==> config.mk <==
export PLATFORM = sky130hd
export DESIGN_NAME = sudoku_elim_scanner_flat
export DESIGN_NICKNAME = d
export VERILOG_FILES = /design/src/rtl/sudoku_pkg.sv /design/src/rtl/sudoku_elim_scanner_if.sv /design/src/rtl/cell_index_gen.sv /design/src/rtl/sudoku_elim_scanner.sv /design/src/flat_wrapper.sv
export SDC_FILE = /design/constraint.sdc
export NUM_CORES = 2
export LEC_CHECK = 0
export BUFFER_PORTS_ARGS = -buffer_cell sky130_fd_sc_hd__buf_2
export CORE_AREA = 5 5 563 565
export DETAILED_ROUTE_END_ITERATION = 16
export DIE_AREA = 0 0 568 570
export PLACE_DENSITY_LB_ADDON = 0.05
export SLEW_MARGIN = 20
export SYNTH_ARGS = -nofsm -noshare
export SYNTH_HDL_FRONTEND = slang
export SYNTH_HIERARCHICAL = 1
export SYNTH_SLANG_ARGS = --single-unit
==> constraint.sdc <==
create_clock -name i_Clk -period 10.3 [get_ports i_Clk]
set_input_delay 1.03 -clock i_Clk [delete_from_list [all_inputs] [get_ports i_Clk]]
set_output_delay 1.03 -clock i_Clk [all_outputs]
set_load 0.02 [all_outputs]
==> src/rtl/sudoku_pkg.sv <==
// Shared types and helpers for the naked-single elimination scanner.
package sudoku_pkg;

    typedef enum logic [2:0] {
        IDLE      = 3'd0,
        COLLECT   = 3'd1,
        JUDGE     = 3'd2,
        ELIMINATE = 3'd3,
        CHECK     = 3'd4,
        DONE      = 3'd5
    } state_e;

    // Widest candidate mask the helpers accept; narrower masks are zero-extended.
    localparam int unsigned MASK_MAXW = 64;

    function automatic logic is_single(input logic [MASK_MAXW-1:0] mask);
        return (mask != '0) && ((mask & (mask - MASK_MAXW'(1))) == '0);
    endfunction

    function automatic logic [7:0] box_of(input logic [7:0] bx, input logic [7:0] by,
                                          input logic [7:0] box);
        return 8'((16'(by) * 16'(box)) + 16'(bx));
    endfunction

endpackage

==> src/rtl/sudoku_elim_scanner_if.sv <==
// Start/done handshake and grid payload between loader/controller and the scanner.
interface sudoku_elim_scanner_if #(
    parameter int unsigned BOX        = 3,
    parameter int unsigned MAX_PASSES = 16
);
    localparam int unsigned N  = BOX * BOX;
    localparam int unsigned PW = $clog2(MAX_PASSES + 1);

    logic                       i_Start;
    logic [N-1:0][N-1:0][N-1:0] i_Grid;
    logic [N-1:0][N-1:0][N-1:0] o_Grid;
    logic                       o_Busy;
    logic                       o_Done;
    logic                       o_Complete;
    logic                       o_Contradiction;
    logic [PW-1:0]              o_Passes;

    modport master (
        output i_Start, i_Grid,
        input  o_Grid, o_Busy, o_Done, o_Complete, o_Contradiction, o_Passes
    );

    modport slave (
        input  i_Start, i_Grid,
        output o_Grid, o_Busy, o_Done, o_Complete, o_Contradiction, o_Passes
    );
endinterface

==> src/rtl/cell_index_gen.sv <==
// Row-major (x fastest) cell walker with box coordinates kept without dividers.
module cell_index_gen #(
    parameter int unsigned BOX = 3,
    localparam int unsigned N  = BOX * BOX,
    localparam int unsigned XW = $clog2(N)
) (
    input  logic          clk,
    input  logic          rst_n,
    input  logic          clear_i,
    input  logic          advance_i,
    output logic [XW-1:0] x_o,
    output logic [XW-1:0] y_o,
    output logic [XW-1:0] bx_o,
    output logic [XW-1:0] by_o,
    output logic          last_o
);
    logic [XW-1:0] x_q, x_d, y_q, y_d, bx_q, bx_d, by_q, by_d;
    logic [XW-1:0] xs_q, xs_d, ys_q, ys_d;
    logic          last_q, last_d;

    // xs/ys count position inside the current box so bx/by step every BOX cells.
    always_comb begin
        x_d    = x_q;
        y_d    = y_q;
        bx_d   = bx_q;
        by_d   = by_q;
        xs_d   = xs_q;
        ys_d   = ys_q;
        last_d = last_q;
        if (clear_i) begin
            x_d    = '0;
            y_d    = '0;
            bx_d   = '0;
            by_d   = '0;
            xs_d   = '0;
            ys_d   = '0;
            last_d = 1'b0;
        end else if (advance_i) begin
            if (x_q == XW'(N - 1)) begin
                x_d  = '0;
                xs_d = '0;
                bx_d = '0;
                if (y_q == XW'(N - 1)) begin
                    y_d  = '0;
                    ys_d = '0;
                    by_d = '0;
                end else if (ys_q == XW'(BOX - 1)) begin
                    y_d  = y_q + XW'(1);
                    ys_d = '0;
                    by_d = by_q + XW'(1);
                end else begin
                    y_d  = y_q + XW'(1);
                    ys_d = ys_q + XW'(1);
                end
            end else if (xs_q == XW'(BOX - 1)) begin
                x_d  = x_q + XW'(1);
                xs_d = '0;
                bx_d = bx_q + XW'(1);
            end else begin
                x_d  = x_q + XW'(1);
                xs_d = xs_q + XW'(1);
            end
            last_d = (x_d == XW'(N - 1)) && (y_d == XW'(N - 1));
        end
    end

    always_ff @(posedge clk or negedge rst_n) begin
        if (!rst_n) begin
            x_q    <= '0;
            y_q    <= '0;
            bx_q   <= '0;
            by_q   <= '0;
            xs_q   <= '0;
            ys_q   <= '0;
            last_q <= 1'b0;
        end else begin
            x_q    <= x_d;
            y_q    <= y_d;
            bx_q   <= bx_d;
            by_q   <= by_d;
            xs_q   <= xs_d;
            ys_q   <= ys_d;
            last_q <= last_d;
        end
    end

    assign x_o    = x_q;
    assign y_o    = y_q;
    assign bx_o   = bx_q;
    assign by_o   = by_q;
    assign last_o = last_q;
endmodule

==> src/rtl/sudoku_elim_scanner.sv <==
// Time-multiplexed naked-single eliminator: alternates used-mask collection and
// elimination passes over an N x N candidate grid until solved, stuck or inconsistent.
module sudoku_elim_scanner
    import sudoku_pkg::*;
#(
    parameter int unsigned BOX        = 3,
    parameter int unsigned MAX_PASSES = 16
) (
    input  logic                 i_Clk,
    input  logic                 i_Rst_n,
    sudoku_elim_scanner_if.slave bus
);
    localparam int unsigned N  = BOX * BOX;
    localparam int unsigned NN = N * N;
    localparam int unsigned XW = $clog2(N);
    localparam int unsigned SW = $clog2(NN + 1);
    localparam int unsigned PW = $clog2(MAX_PASSES + 1);

    state_e                     state_q;
    logic [N-1:0][N-1:0][N-1:0] grid_q;
    logic [N-1:0][N-1:0]        row_used_q, col_used_q, box_used_q;
    logic [SW-1:0]              solved_cnt_q;
    logic                       contra_q, changed_q;
    logic                       busy_q, done_q, complete_q, contradiction_q;
    logic [PW-1:0]              passes_q;

    logic [XW-1:0] cx, cy, cbx, cby, cb;
    logic          last_cell, idx_clear, idx_advance;
    logic [N-1:0]  cell_mask, used_mask, elim_mask;
    logic          cell_single;

    assign idx_advance = (state_q == COLLECT) || (state_q == ELIMINATE);
    assign idx_clear   = !idx_advance;

    cell_index_gen #(.BOX(BOX)) u_idx (
        .clk       (i_Clk),
        .rst_n     (i_Rst_n),
        .clear_i   (idx_clear),
        .advance_i (idx_advance),
        .x_o       (cx),
        .y_o       (cy),
        .bx_o      (cbx),
        .by_o      (cby),
        .last_o    (last_cell)
    );

    assign cb          = XW'(box_of(8'(cbx), 8'(cby), 8'(BOX)));
    assign cell_mask   = grid_q[cx][cy];
    assign used_mask   = row_used_q[cy] | col_used_q[cx] | box_used_q[cb];
    assign elim_mask   = cell_mask & ~used_mask;
    assign cell_single = is_single(MASK_MAXW'(cell_mask));

    always_ff @(posedge i_Clk or negedge i_Rst_n) begin
        if (!i_Rst_n) begin
            state_q         <= IDLE;
            grid_q          <= '0;
            row_used_q      <= '0;
            col_used_q      <= '0;
            box_used_q      <= '0;
            solved_cnt_q    <= '0;
            contra_q        <= 1'b0;
            changed_q       <= 1'b0;
            busy_q          <= 1'b0;
            done_q          <= 1'b0;
            complete_q      <= 1'b0;
            contradiction_q <= 1'b0;
            passes_q        <= '0;
        end else begin
            done_q <= 1'b0;
            unique case (state_q)
                IDLE: begin
                    if (bus.i_Start) begin
                        grid_q          <= bus.i_Grid;
                        complete_q      <= 1'b0;
                        contradiction_q <= 1'b0;
                        passes_q        <= '0;
                        contra_q        <= 1'b0;
                        row_used_q      <= '0;
                        col_used_q      <= '0;
                        box_used_q      <= '0;
                        solved_cnt_q    <= '0;
                        busy_q          <= 1'b1;
                        state_q         <= COLLECT;
                    end
                end
                COLLECT: begin
                    if (cell_mask == '0) begin
                        contra_q <= 1'b1;
                    end else if (cell_single) begin
                        if ((cell_mask & used_mask) != '0) begin
                            contra_q <= 1'b1;
                        end else begin
                            row_used_q[cy] <= row_used_q[cy] | cell_mask;
                            col_used_q[cx] <= col_used_q[cx] | cell_mask;
                            box_used_q[cb] <= box_used_q[cb] | cell_mask;
                            solved_cnt_q   <= solved_cnt_q + SW'(1);
                        end
                    end
                    if (last_cell) state_q <= JUDGE;
                end
                JUDGE: begin
                    if (contra_q) begin
                        contradiction_q <= 1'b1;
                        done_q          <= 1'b1;
                        state_q         <= DONE;
                    end else if (solved_cnt_q == SW'(NN)) begin
                        complete_q <= 1'b1;
                        done_q     <= 1'b1;
                        state_q    <= DONE;
                    end else begin
                        changed_q <= 1'b0;
                        state_q   <= ELIMINATE;
                    end
                end
                ELIMINATE: begin
                    // Used masks stay frozen for the whole pass; new singles count next pass.
                    if (!cell_single) begin
                        grid_q[cx][cy] <= elim_mask;
                        if (elim_mask != cell_mask) changed_q <= 1'b1;
                        if (elim_mask == '0) contra_q <= 1'b1;
                    end
                    if (last_cell) begin
                        if (passes_q != PW'(MAX_PASSES)) passes_q <= passes_q + PW'(1);
                        state_q <= CHECK;
                    end
                end
                CHECK: begin
                    if (contra_q) begin
                        contradiction_q <= 1'b1;
                        done_q          <= 1'b1;
                        state_q         <= DONE;
                    end else if (!changed_q || (passes_q == PW'(MAX_PASSES))) begin
                        done_q  <= 1'b1;
                        state_q <= DONE;
                    end else begin
                        row_used_q   <= '0;
                        col_used_q   <= '0;
                        box_used_q   <= '0;
                        solved_cnt_q <= '0;
                        state_q      <= COLLECT;
                    end
                end
                DONE: begin
                    busy_q  <= 1'b0;
                    state_q <= IDLE;
                end
                default: begin
                    busy_q  <= 1'b0;
                    state_q <= IDLE;
                end
            endcase
        end
    end

    assign bus.o_Grid          = grid_q;
    assign bus.o_Busy          = busy_q;
    assign bus.o_Done          = done_q;
    assign bus.o_Complete      = complete_q;
    assign bus.o_Contradiction = contradiction_q;
    assign bus.o_Passes        = passes_q;
endmodule

==> src/flat_wrapper.sv <==
// flat-port wrapper written by rule: the top's interface ports become plain ports
module sudoku_elim_scanner_flat import sudoku_pkg::*;
#(
    parameter int unsigned BOX        = 3,
    parameter int unsigned MAX_PASSES = 16
)
  (i_Clk, i_Rst_n, bus_i_Start, bus_i_Grid, bus_o_Grid, bus_o_Busy, bus_o_Done, bus_o_Complete, bus_o_Contradiction, bus_o_Passes);
  sudoku_elim_scanner_if #(.BOX(BOX), .MAX_PASSES(MAX_PASSES)) bus_i ();
  input  logic i_Clk;
  input  logic i_Rst_n;
  input wire logic [$bits(bus_i.i_Start)-1:0] bus_i_Start;
  input wire logic [$bits(bus_i.i_Grid)-1:0] bus_i_Grid;
  output wire logic [$bits(bus_i.o_Grid)-1:0] bus_o_Grid;
  output wire logic [$bits(bus_i.o_Busy)-1:0] bus_o_Busy;
  output wire logic [$bits(bus_i.o_Done)-1:0] bus_o_Done;
  output wire logic [$bits(bus_i.o_Complete)-1:0] bus_o_Complete;
  output wire logic [$bits(bus_i.o_Contradiction)-1:0] bus_o_Contradiction;
  output wire logic [$bits(bus_i.o_Passes)-1:0] bus_o_Passes;
  assign bus_i.i_Start = bus_i_Start;
  assign bus_i.i_Grid = bus_i_Grid;
  assign bus_o_Grid = bus_i.o_Grid;
  assign bus_o_Busy = bus_i.o_Busy;
  assign bus_o_Done = bus_i.o_Done;
  assign bus_o_Complete = bus_i.o_Complete;
  assign bus_o_Contradiction = bus_i.o_Contradiction;
  assign bus_o_Passes = bus_i.o_Passes;
  sudoku_elim_scanner #(.BOX(BOX), .MAX_PASSES(MAX_PASSES)) u_core (.i_Clk(i_Clk), .i_Rst_n(i_Rst_n), .bus(bus_i));
endmodule
* After elaboration in Yosys (flattened, before gate mapping)
Cells that the tools add are included.
Cells by class: add/sub/neg operators 10, multipliers 1, magnitude comparators 6, equal/unequal tests 35, multiplexer cells 105, bitwise logic cells 10, reduce and logical (&&, ||, !) cells 32
Operators with widths (count):
- two-way mux 729 bit | 2
- one-hot mux 729 bit (2 select lines) | 1
- two-way mux 81 bit | 14
- bitwise mux 729 bit | 1
- one-hot mux 81 bit (3 select lines) | 3
- binary-select mux 81 bit (select 4 bit) | 1
- demux 81 bit (select 4 bit) | 1
- bitwise mux 81 bit | 3
- binary-select mux 9 bit (select 4 bit) | 4
- demux 9 bit (select 4 bit) | 3
- two-way mux 4 bit | 21
- AND 9 x 64 -> 64 bit | 1
- logical NOT 64 bit | 1
- two-way mux 9 bit | 7
- bitwise OR 9 bit | 5
- two-way mux 7 bit | 6
- inequality test 2 bit, second input constant | 14
- adder 4 x 1 -> 4 bit, second input constant | 6
- two-way mux 3 bit | 7
- one-hot mux 7 bit (3 select lines) | 1
- two-way mux 1 bit | 19
- AND 9 bit | 2
- logical NOT 9 bit | 2
- nonzero test 9 bit | 2
- other kinds (40) | 72
Word-level totals: register bits 1018, bits of input ports 732, output and inout port bits 738, word-level logic and storage cells 323

* Longest topological paths before layout
depth after elaboration 11, depth in mapped cells 20, depth with buffers taken out 14

* Modules after synthesis
Netlist, hierarchy kept.
Modules (own cells, without submodules):
- sudoku_elim_scanner | instances 1, cells an instance 5135, area an instance 52640.5 um2, sequential area each 24848.8 um2
- cell_index_gen | instances 1, cells an instance 167, area an instance 1529.0 um2, sequential area each 625.6 um2

* Worst setup path before layout
OpenSTA, ideal clock, no wires.
kind register to register, start register u_core.u_idx.by_q[0] (netlist: u_core/u_idx/by_o[0]), end register u_core/box_used_q[3] (netlist bit), library setup time 139 ps, arrival time 4648 ps, data required time 10161 ps, slack 5513 ps, cell stages (with the launch flop) 18, path buffers 4, period minus slack after synthesis 4787 ps, path through dfrtp_1 > fa_1 > ha_1 > fa_1 > xor2_1 > xnor2_1 > buf_2 > buf_2 > o22ai_1 > or3_1 > a222oi_1 > o211ai_1 > a211oi_4 > o211ai_4 > buf_6 > buf_2 > o311ai_1 > o21ai_0
On the way: word-level cells in the longest chain between the ends 11, elaborated cells on any way between the ends 20, classes of those cells add/sub: 1; mul: 1; order compare: 2; eq/ne: 1; mux: 9; bitwise: 3; reduce/logical: 3
RTL lines:
- start: declaration | RTL line cell_index_gen.sv:17 | logic [XW-1:0] x_q, x_d, y_q, y_d, bx_q, bx_d, by_q, by_d;
- start signal: assignment | RTL line cell_index_gen.sv:80 | by_q <= by_d;
- multiplier 4 x 2 -> 4 bit * | RTL line sudoku_pkg.sv:22 | return 8'((16'(by) * 16'(box)) + 16'(bx));
- adder 4 bit * | RTL line sudoku_pkg.sv:22
- < comparator 4 x 5 -> 1 bit (not written as such) or >= comparator 4 x 1 -> 1 bit (tied branches) | RTL line sudoku_elim_scanner.sv:95 | box_used_q[cb] <= box_used_q[cb] | cell_mask;
- logical AND 1 bit (not written as such) | RTL line sudoku_elim_scanner.sv:95
- two-way mux 9 bit (not written as such) | RTL line sudoku_elim_scanner.sv:95
- demux 9 bit (select 4 bit)
- bitwise mux 81 bit | RTL line sudoku_elim_scanner.sv:95
- two-way mux 81 bit | RTL line sudoku_elim_scanner.sv:90 | if ((cell_mask & used_mask) != '0) begin
- two-way mux 81 bit | RTL line sudoku_elim_scanner.sv:89 | end else if (cell_single) begin
- two-way mux 81 bit | RTL line sudoku_elim_scanner.sv:87 | if (cell_mask == '0) begin
- one-hot mux 81 bit (3 select lines) | RTL line sudoku_elim_scanner.sv:70 | unique case (state_q)
- end signal: indexed assignment | RTL line sudoku_elim_scanner.sv:95
- end: declaration | RTL line sudoku_elim_scanner.sv:21 | logic [N-1:0][N-1:0] row_used_q, col_used_q, box_used_q;
Mark *: on every way between the ends. The rest lies on a longest branch, timed or not. The select of a mux whose other input is x is not followed. A chain may end at the register's enable or synchronous reset.

* Final worst setup path
start register u_core.u_idx.x_q[1] (netlist: u_core/u_idx/x_o[1]), end register u_core.grid_q (netlist bit u_core/bus.o_Grid[131])
On the way: word-level cells in the longest chain between the ends 10, elaborated cells on any way between the ends 25, classes of those cells add/sub: 1; order compare: 2; eq/ne: 1; mux: 11; bitwise: 5; reduce/logical: 5
RTL lines:
- start: declaration | RTL line cell_index_gen.sv:17
- start signal: assignment | RTL line cell_index_gen.sv:69 | x_q <= '0;
- start signal: assignment | RTL line cell_index_gen.sv:77 | x_q <= x_d;
- binary-select mux 81 bit (select 4 bit) | RTL line sudoku_elim_scanner.sv:48 | assign cell_mask = grid_q[cx][cy];
- two-way mux 81 bit (not written as such) | RTL line sudoku_elim_scanner.sv:48
- binary-select mux 9 bit (select 4 bit) | RTL line sudoku_elim_scanner.sv:48
- two-way mux 9 bit (not written as such) | RTL line sudoku_elim_scanner.sv:48
- subtractor 9 x 1 -> 10 bit | RTL line sudoku_pkg.sv:17 | return (mask != '0) && ((mask & (mask - MASK_MAXW'(1))) == '0);
- AND 9 x 64 -> 64 bit | RTL line sudoku_pkg.sv:17
- logical NOT 64 bit | RTL line sudoku_pkg.sv:17
- logical AND 1 bit | RTL line sudoku_pkg.sv:17
- inequality test 2 bit (no source line)
- AND reduction 3 bit (no source line)
- end signal: assignment | RTL line sudoku_elim_scanner.sv:73 | grid_q <= bus.i_Grid;
- end signal: indexed assignment | RTL line sudoku_elim_scanner.sv:118 | grid_q[cx][cy] <= elim_mask;
- end: declaration | RTL line sudoku_elim_scanner.sv:20 | logic [N-1:0][N-1:0][N-1:0] grid_q;
Several ways; a longest one is shown, not always the timed one. The select of a mux whose other input is x is not followed.

==> metrics.md <==
| Metric | Value |
|---|---|
| Initial antenna violation count | `216` |
| Core area | `0.311 mm2` |
| Sequential fraction of the synthesis area | `0.470` |
| Synth unique cells | `104` |
| Post-CTS setup buffer count | `0` |
| # rows | `205` |
| Vias | `56,300` |
| Pwr dens | `316 mW/mm2` |
| Worst EP arrival | `8.90 ns` |
| I/O pin total | `1,470` |
| Most frequent cells in the layout | `buf_2 (1,468), dfrtp_1 (1,014), nor2_1 (693)` |
| Final nets | `7,404` |
| Latest clock arrival within the worst-skew pair | `0.88 ns` |
| Dominant synthesized flop cell | `dfrtp_1` |
| Post-CTS sizing | `0` |
| Synth warn | `6` |
| DRT Pass-1 Iters | `6` |
| CTS HTree Levels | `4` |
| Port Buffers | `1,469` |
| Hold buffer count at cts | `0` |
| Max-slew violations | `0` |
| Routed Antenna Nets | `0` |
| P_sw | `0.0125 W` |
| DRC | `0` |
| Crit Path Max Fanout | `48` |
| Vias in the first global route | `55,800` |
| DRT iter0 DRCs | `6,415` |
| Die Width | `568 um` |
| Clock period minus worst slack | `8.25 ns` |
| Post-synth ARST share | `1.00` |
| Syn avg cell area | `10.2 um2` |
| Crit Path Category | `reg2reg` |
| Max_slew headroom | `0.133` |
| Wire per inst | `45.4 um` |
| Area growth syn-to-layout | `32.1%` |
| Synthesized instance count | `5,302` |
| DP HPWL | `395,000 um` |
| Setup Total Neg Slack | `0 ns` |
| Number of synthesized flops with an enable pin | `0` |
| CP startpoint kind | `flip-flop` |
| Peak supply drop | `535 uV` |
| Power Internal | `0.0101 W` |
| Die height | `570 um` |
| Final Power | `0.0226 W` |
| Sequential power share | `0.228` |
| Commonest non-fill, non-tap cell in the layout | `buf_2` |
| Clk_skew | `0.0901 ns` |
| Largest net degree at the start of global routing | `148` |
| Tcrit/Tclk final | `0.801` |
| Via density | `5.13` |
| RSZ-0062 raised after global routing | `no` |
| Final wirelength | `498,000 um` |
| Clock tree from TritonCTS | `done` |
| Clock power share | `0.239` |
| Syn nets | `6,053` |
| CTS buffer count | `153` |
| Seq cells post-synth | `1,018` |
| Routability cong. | `0.911` |
| Core Util, Final | `0.230` |
| CP endpoint kind | `flip-flop` |
| GRT Resource Usage Total | `0.295` |
| Fill cells | `34,200` |
| Pleak | `32.4 nW` |
| Clk root buf | `clkbuf_16` |
| Slew @ Worst Pin | `1.30 ns` |
| Sw Ratio | `0.552` |
| Status | `complete, no violations` |
| Initial Util | `0.174` |
| First-pass GRT wire length | `632,000 um` |
| Synthesized area | `0.0542 mm2` |
| MaxCap Viol Count | `0` |
| Final setup vio count | `0` |
| Clock slew at reported path FFs | `0.06 ns` |
| Worst Hold Class | `in2async` |
| Bufs on Longest Clock Path | `4` |
| CP required | `10.95 ns` |
| Remaining Overflow, GRT | `0` |
| Fmax | `0.121 GHz` |
| Share of cells above drive strength 1 | `0.353` |
| Comb pwr share | `0.534` |
| Clock Sinks | `1,018` |
| Fin. Hold Viols | `0` |
| Die ar. | `0.324 mm2` |
## registers in the layout (all words and copies together), names as in the netlist, 5 cells and up
name,cells
u_core/bus.o_Passes,5
u_core/bus.o_Grid,729
u_core/col_used_q,81
u_core/row_used_q,81
u_core/solved_cnt_q,7
u_core/box_used_q,81
## logic make-up (layout without fill, tap and decap cells)
kind of cell / Yosys count / count (layout) / synth area share
flops: 1018 / 1018 / 0.470
buf+inv: 1062 / 2525 / 0.0808
simple gates: 1356 / 1356 / 0.117
compound gates: 1487 / 1487 / 0.231
other cells: 0 / 73 / 0
fa+ha+maj: 19 / 19 / 0.00480
xor+xnor: 15 / 15 / 0.00268
mux: 345 / 345 / 0.0940
## synthesized netlist by cell type, types with 80 or more instances
| cell type | instances | area [um2] |
|---|---|---|
| o221a_2 | 89 | 1000 |
| clkbuf_1 | 269 | 1010 |
| mux2i_1 | 102 | 1020 |
| a221oi_1 | 614 | 5380 |
| buf_2 | 86 | 430 |
| nand2_1 | 227 | 852 |
| mux2_2 | 120 | 1350 |
| nand3_1 | 121 | 606 |
| dfrtp_1 | 1018 | 25500 |
| a22oi_1 | 80 | 601 |
| mux4_2 | 118 | 2660 |
| inv_1 | 641 | 2410 |
| nor2_1 | 710 | 2670 |
| o21ai_0 | 126 | 631 |
## cell type report
cell class | instances | area (um2) | share of cell area
Antenna cell | 73 | 183 | 0.00255
Clock buffer | 231 | 4570 | 0.0638
Clock inverter | 36 | 340 | 0.00476
Inverter | 641 | 2410 | 0.0336
Multi-Input combinational cell | 3222 | 24700 | 0.345
Sequential cell | 1018 | 25500 | 0.356
Tap cell | 4140 | 5180 | 0.0724
Timing Repair Buffer | 1617 | 8680 | 0.121
## through the flow
stage	setup slack [ns]	cell area, um2	cells	hold WS [ns]
final	2.05	71500	11000	0.220
after global routing	2.09	71400	10900	0.262
after CTS	2.29	71300	10900	0.253
after detailed placement	2.35	66400	10600	0.465
after global placement	1.36	66300	10600	0.464
after floorplan	5.51	54200	5302	0.444
## path summary, 6_finish.rpt
path,start,endpoint,slack [ns],cells after the start
setup / recovery,u_core/u_idx/x_o[1]$_DFFE_PN0P_,u_core/bus.o_Grid[131]$_DFFE_PN0P_,2.05,14
hold / removal,i_Rst_n,u_core/bus.o_Grid[696]$_DFFE_PN0P_,0.22,1
setup reg to reg,u_core/u_idx/x_o[1]$_DFFE_PN0P_,u_core/bus.o_Grid[131]$_DFFE_PN0P_,2.05,14
hold reg to reg,u_core/box_used_q[12]$_DFFE_PN0P_,u_core/box_used_q[12]$_DFFE_PN0P_,0.48,1
max in group asynchronous,i_Rst_n,u_core/bus.o_Grid[301]$_DFFE_PN0P_,7.75,3
min in group i_Clk,bus_i_Grid[586],u_core/bus.o_Grid[586]$_DFFE_PN0P_,0.43,2
## per-layer routing
layer	global-route usage	wire [um]	vias up
li1	-	-	22500
met1	0.376	206000	30100
met2	0.489	236000	2952
met3	0.0624	33600	692
met4	0.109	22000	90
met5	0	585	-
## power by group through the flow
stage / combinational (W) / sequential [W] / clock (W)
after floorplan: 0.00500 / 0.00507 / 0
after global placement: 0.0120 / 0.00523 / 0
after detailed placement: 0.0120 / 0.00522 / 0
after CTS: 0.0121 / 0.00516 / 0.00553
after global routing: 0.0121 / 0.00519 / 0.00565
final: 0.0121 / 0.00516 / 0.00540
## critical path, cell delays in order, from the launching register on
cell	delay (ns)
dfrtp_4	0.90
buf_4	0.77
mux2_2	0.43
a22oi_1	0.77
a31oi_1	0.20
o41ai_2	0.71
nand3_1	0.56
nor4_2	0.60
nand2_1	0.16
a32o_1	0.43
buf_4	0.31
o31ai_4	0.94
buf_4	0.38
and2_1	0.40
a221oi_1	0.16
Note: power is estimated with default switching activity, not from simulation.
